**src/rtl/maze_pkg.sv**
```systemverilog
// Shared maze definitions: direction codes, follower FSM states and a width helper.
package maze_pkg;

    localparam logic [1:0] DIR_UP    = 2'b00;
    localparam logic [1:0] DIR_RIGHT = 2'b01;
    localparam logic [1:0] DIR_DOWN  = 2'b10;
    localparam logic [1:0] DIR_LEFT  = 2'b11;

    typedef enum logic [1:0] {
        IDLE = 2'd0,
        RUN  = 2'd1,
        DONE = 2'd2,
        ERR  = 2'd3
    } state_t;

    // Bits needed to hold values 0..n-1; never returns less than 1.
    function automatic int BITS(input int n);
        int r;
        r = 0;
        for (int i = 0; i < 31; i++) begin
            if ((1 << i) < n) begin
                r = i + 1;
            end
        end
        if (r == 0) begin
            r = 1;
        end
        return r;
    endfunction

endpackage

```
**src/rtl/move_unit.sv**
```systemverilog
// Combinational single-step move on the maze grid; coordinates wrap, with a flag
// raised when the step would leave the grid.
module move_unit
    import maze_pkg::*;
#(
    parameter int ROW_BITS = 4,
    parameter int COL_BITS = 4,
    parameter int WIDTH    = 2
) (
    input  logic [ROW_BITS-1:0] row,
    input  logic [COL_BITS-1:0] col,
    input  logic [WIDTH-1:0]    dir,
    output logic [ROW_BITS-1:0] next_row,
    output logic [COL_BITS-1:0] next_col,
    output logic                out_of_bounds
);

    always_comb begin
        next_row      = row;
        next_col      = col;
        out_of_bounds = 1'b0;
        case (dir)
            WIDTH'(DIR_UP): begin
                next_row      = row - ROW_BITS'(1);
                out_of_bounds = (row == '0);
            end
            WIDTH'(DIR_RIGHT): begin
                next_col      = col + COL_BITS'(1);
                out_of_bounds = (col == '1);
            end
            WIDTH'(DIR_DOWN): begin
                next_row      = row + ROW_BITS'(1);
                out_of_bounds = (row == '1);
            end
            WIDTH'(DIR_LEFT): begin
                next_col      = col - COL_BITS'(1);
                out_of_bounds = (col == '0);
            end
            default: begin
                next_row      = row;
                next_col      = col;
                out_of_bounds = 1'b0;
            end
        endcase
    end

endmodule

```
**src/rtl/path_follower.sv**
```systemverilog
// Walks the maze grid from a start cell following a stream of direction beats.
// Define PATH_BOUND_CHECK_EN to abort the run on a move that leaves the grid.
module path_follower
    import maze_pkg::*;
#(
    parameter  int ROW_BITS  = 4,
    parameter  int COL_BITS  = 4,
    parameter  int WIDTH     = 2,
    parameter  int MAX_STEPS = 256,
    localparam int CNT_W     = BITS(MAX_STEPS + 1)
) (
    input  logic                clk,
    input  logic                rst,
    input  logic                start,
    input  logic [ROW_BITS-1:0] start_row,
    input  logic [COL_BITS-1:0] start_col,
    input  logic                in_valid,
    input  logic [WIDTH-1:0]    in_dir,
    input  logic                in_last,
    output logic                in_ready,
    output logic                pos_valid,
    output logic [ROW_BITS-1:0] pos_row,
    output logic [COL_BITS-1:0] pos_col,
    output logic [CNT_W-1:0]    step_count,
    output logic                done,
    output logic                error
);

`ifdef PATH_BOUND_CHECK_EN
    localparam bit BOUND_CHECK = 1'b1;
`else
    localparam bit BOUND_CHECK = 1'b0;
`endif

    state_t                state_q, state_d;
    logic [ROW_BITS-1:0]   row_q, row_d;
    logic [COL_BITS-1:0]   col_q, col_d;
    logic [CNT_W-1:0]      cnt_q, cnt_d;
    logic                  pos_valid_q, pos_valid_d;
    logic                  done_q, done_d;
    logic                  error_q, error_d;

    logic [ROW_BITS-1:0]   next_row;
    logic [COL_BITS-1:0]   next_col;
    logic                  out_of_bounds;
    logic                  accept;

    move_unit #(
        .ROW_BITS (ROW_BITS),
        .COL_BITS (COL_BITS),
        .WIDTH    (WIDTH)
    ) u_move (
        .row           (row_q),
        .col           (col_q),
        .dir           (in_dir),
        .next_row      (next_row),
        .next_col      (next_col),
        .out_of_bounds (out_of_bounds)
    );

    // A start in the same cycle wins over any offered beat.
    assign in_ready = (state_q == RUN) && !start;
    assign accept   = in_valid && in_ready;

    always_comb begin
        state_d     = state_q;
        row_d       = row_q;
        col_d       = col_q;
        cnt_d       = cnt_q;
        pos_valid_d = 1'b0;
        done_d      = done_q;
        error_d     = error_q;
        if (start) begin
            state_d = RUN;
            row_d   = start_row;
            col_d   = start_col;
            cnt_d   = '0;
            done_d  = 1'b0;
            error_d = 1'b0;
        end else if (accept) begin
            if (cnt_q == CNT_W'(MAX_STEPS) || (BOUND_CHECK && out_of_bounds)) begin
                state_d = ERR;
                error_d = 1'b1;
            end else begin
                row_d       = next_row;
                col_d       = next_col;
                cnt_d       = cnt_q + CNT_W'(1);
                pos_valid_d = 1'b1;
                if (in_last) begin
                    state_d = DONE;
                    done_d  = 1'b1;
                end
            end
        end
    end

    always_ff @(posedge clk or posedge rst) begin
        if (rst) begin
            state_q     <= IDLE;
            row_q       <= '0;
            col_q       <= '0;
            cnt_q       <= '0;
            pos_valid_q <= 1'b0;
            done_q      <= 1'b0;
            error_q     <= 1'b0;
        end else begin
            state_q     <= state_d;
            row_q       <= row_d;
            col_q       <= col_d;
            cnt_q       <= cnt_d;
            pos_valid_q <= pos_valid_d;
            done_q      <= done_d;
            error_q     <= error_d;
        end
    end

    assign pos_valid  = pos_valid_q;
    assign pos_row    = row_q;
    assign pos_col    = col_q;
    assign step_count = cnt_q;
    assign done       = done_q;
    assign error      = error_q;

endmodule

```
**config.mk**
```make
export PLATFORM = sky130hd
export DESIGN_NAME = path_follower
export DESIGN_NICKNAME = d
export VERILOG_FILES = /design/src/rtl/maze_pkg.sv /design/src/rtl/move_unit.sv /design/src/rtl/path_follower.sv
export SDC_FILE = /design/constraint.sdc
export NUM_CORES = 1
export LEC_CHECK = 0
export ABC_AREA = 1
export CORE_AREA = 2 2 62 64
export DETAILED_ROUTE_END_ITERATION = 16
export DIE_AREA = 0 0 64 66
export PLACE_DENSITY = 0.77
export SETUP_SLACK_MARGIN = 0.02
export SLEW_MARGIN = 20
export SYNTH_ARGS = -nofsm -noshare
export SYNTH_HDL_FRONTEND = slang
export SYNTH_HIERARCHICAL = 1
export SYNTH_SLANG_ARGS = --single-unit
export TNS_END_PERCENT = 10
```
**constraint.sdc**
```tcl
create_clock -name clk -period 2 [get_ports clk]
set_clock_uncertainty 0.05 [all_clocks]
set_input_delay 0.2 -clock clk [delete_from_list [all_inputs] [get_ports clk]]
set_output_delay 0.2 -clock clk [all_outputs]
set_load 0.005 [all_outputs]
```
==> qor.yml <==
dpl.hpwl_mm: 2.52
rr_worst_depth: 9
pin_count: 36
slew_headroom_pct: 80.3
layout_common_cells: "61 x nand2_1, 34 x clkdlybuf4s50_1, 22 x inv_1, 22 x dfrtp_1, 20 x nor2_1"
power.leakage_nw: 1.02
place_inst: 306
post_cts_buffers: 0
critPathRequiredTime_ps: 2180
dr.pass1.iters: 5
rsz0062_at_grt: "false"
area_growth_pct: 31.2
max-vdd-ir-drop_v: 0.000281
hold_class: "primary input to asynchronous set/reset pin"
endpoint_kind: "flip-flop"
critical_path_arrival_ps: 2020
grt_max_degree: 23
cts_sinks: 22
setup_viol: 0
place_ws_ps: -272
vias: 1458
nFillCells: 330
cts_root_buffer: "clkbuf_4"
die_w_um: 64
clock_path_buffers: 2
layout_min_cycle_time_ps: 1840
worstPathMaxFanout: 3
rrSetupSlack_ps: 260
synth_warnings: 6
fin_setup_tns_ps: 0
clkTransAtPathRegs_ps: 120
core_region_area_um2: 3550
path_cells: "clkdlybuf4s50_1, ha_1, inv_1, buf_4, fa_1, xnor2_1, o21ai_0, mux2i_1, o21ai_0"
die_h_um: 66
grt_use_total_pct: 17.3
htreeDepth: 1
r2r_end: "pos_row[2]"
ant_nets: 0
cpPeakStageDelay_ps: 510
power_density_nw_per_um2: 575
drv_slew: 0
drc: 0
worstSetupStartpointType: "primary input"
grt_overflow: 0
diodes: 0
final_common_cell: "nand2_1"
reg2reg_from: "step_count[0]"
postSynthCellCount: 215
wl_per_cell_um: 11.0
routed_wl_mm: 3.38
finalHoldViolations: 0
avgSynthCellArea_um2: 7.51
maxCapViolCount: 0
grt_pass1_wl_mm: 5.82
detail_route.vias_per_cell: 4.72
layout_setup_ws_ps: 162
die_area_um2: 4220
run_status: "completed"
cp-endpoint: "pos_row[2]"
startpoint: "in_dir[1]"
portBuffers: 35
cp_slowest_cell: "clkdlybuf4s50_1"
crit_type: "primary input to flip-flop"
synthesis.area_um2: 1620
worstSkewPairLatency_ps: 300
nNetsFinal: 290
tightest_slew_ps: 294
instances_no_fill: 309
synth_nets: 242
cts_buffers: 3
place_congestion: 0.834
fin_crit_sh_pct: 91.9
antenna_found_initial: 0
fp-row-count: 22
path_common_cell: "o21ai_0"
cts_tree: "yes"
start_util_pct: 45.5
power_mw: 1.22
max_freq_mhz: 544
drive_gt1_share_pct: 14.2
drtIter0Drc: 66
grt_pass1_vias: 1346
==> report_power, final <==
| group | leakage [nW] | internal, mW | switching, mW |
|---|---|---|---|
| logic | 0.720 | 0.253 | 0.210 |
| registers | 0.286 | 0.488 | 0.0631 |
| clock network | 0.0138 | 0.0703 | 0.135 |
| total | 1.02 | 0.811 | 0.409 |
==> sequential cells by signal, summed over array words and instances, names as in the netlist <==
| name | flops |
|---|---|
| pos_valid | 1 |
| done | 1 |
| pos_col | 4 |
| error | 1 |
| step_count | 9 |
| pos_row | 4 |
| state_q | 2 |
==> routing by layer <==
layer / routed length [µm] / global-route usage (%)
met3: 134 / 2.21
met2: 1570 / 28.3
met1: 1630 / 22.8
met4: 52 / 7.61
met5: 0 / 0
==> metrics by stage <==
stage               utilization [%]  cell area, µm²  hold WS [ps]
global route                   59.7            2120           178
global placement               59.0            2090           456
floorplan                         -            1620           139
CTS                            59.6            2120           179
finish                         59.7            2120           173
detailed placement             59.0            2090           459
==> critical path, delay by kind of cell <==
family	cells	cell delay, ps
AOI/OAI and AO/OA	2	310
xor gates and xnor gates	1	140
adders and majority gates	2	560
muxes	1	90
buffers and inverters	3	730
==> timing repair <==
item,CTS,global route
setup endpoints to repair,0,3
resized for setup,0,1
hold buffers,0,0
==> final cells by class <==
class / count / area, µm² / area share [%]
Multi-Input combinational cell: 160 / 918 / 43.3
Tap cell: 48 / 60.1 / 2.83
Timing Repair Buffer: 48 / 463 / 21.8
Clock buffer: 3 / 22.5 / 1.06
Inverter: 28 / 105 / 4.96
Sequential cell: 22 / 551 / 26.0
==> worst min-delay path by stage <==
stage          startpoint  cells past startpoint         end
2_1_floorplan         rst                      1        done
3_3_place_gp        error                      2       error
3_5_place_dp        error                      2       error
4_1_cts               rst                      3  pos_col[3]
5_1_grt               rst                      3  pos_col[0]
6_report              rst                      3  state_q[1]
(Power assumes the default switching activity.)
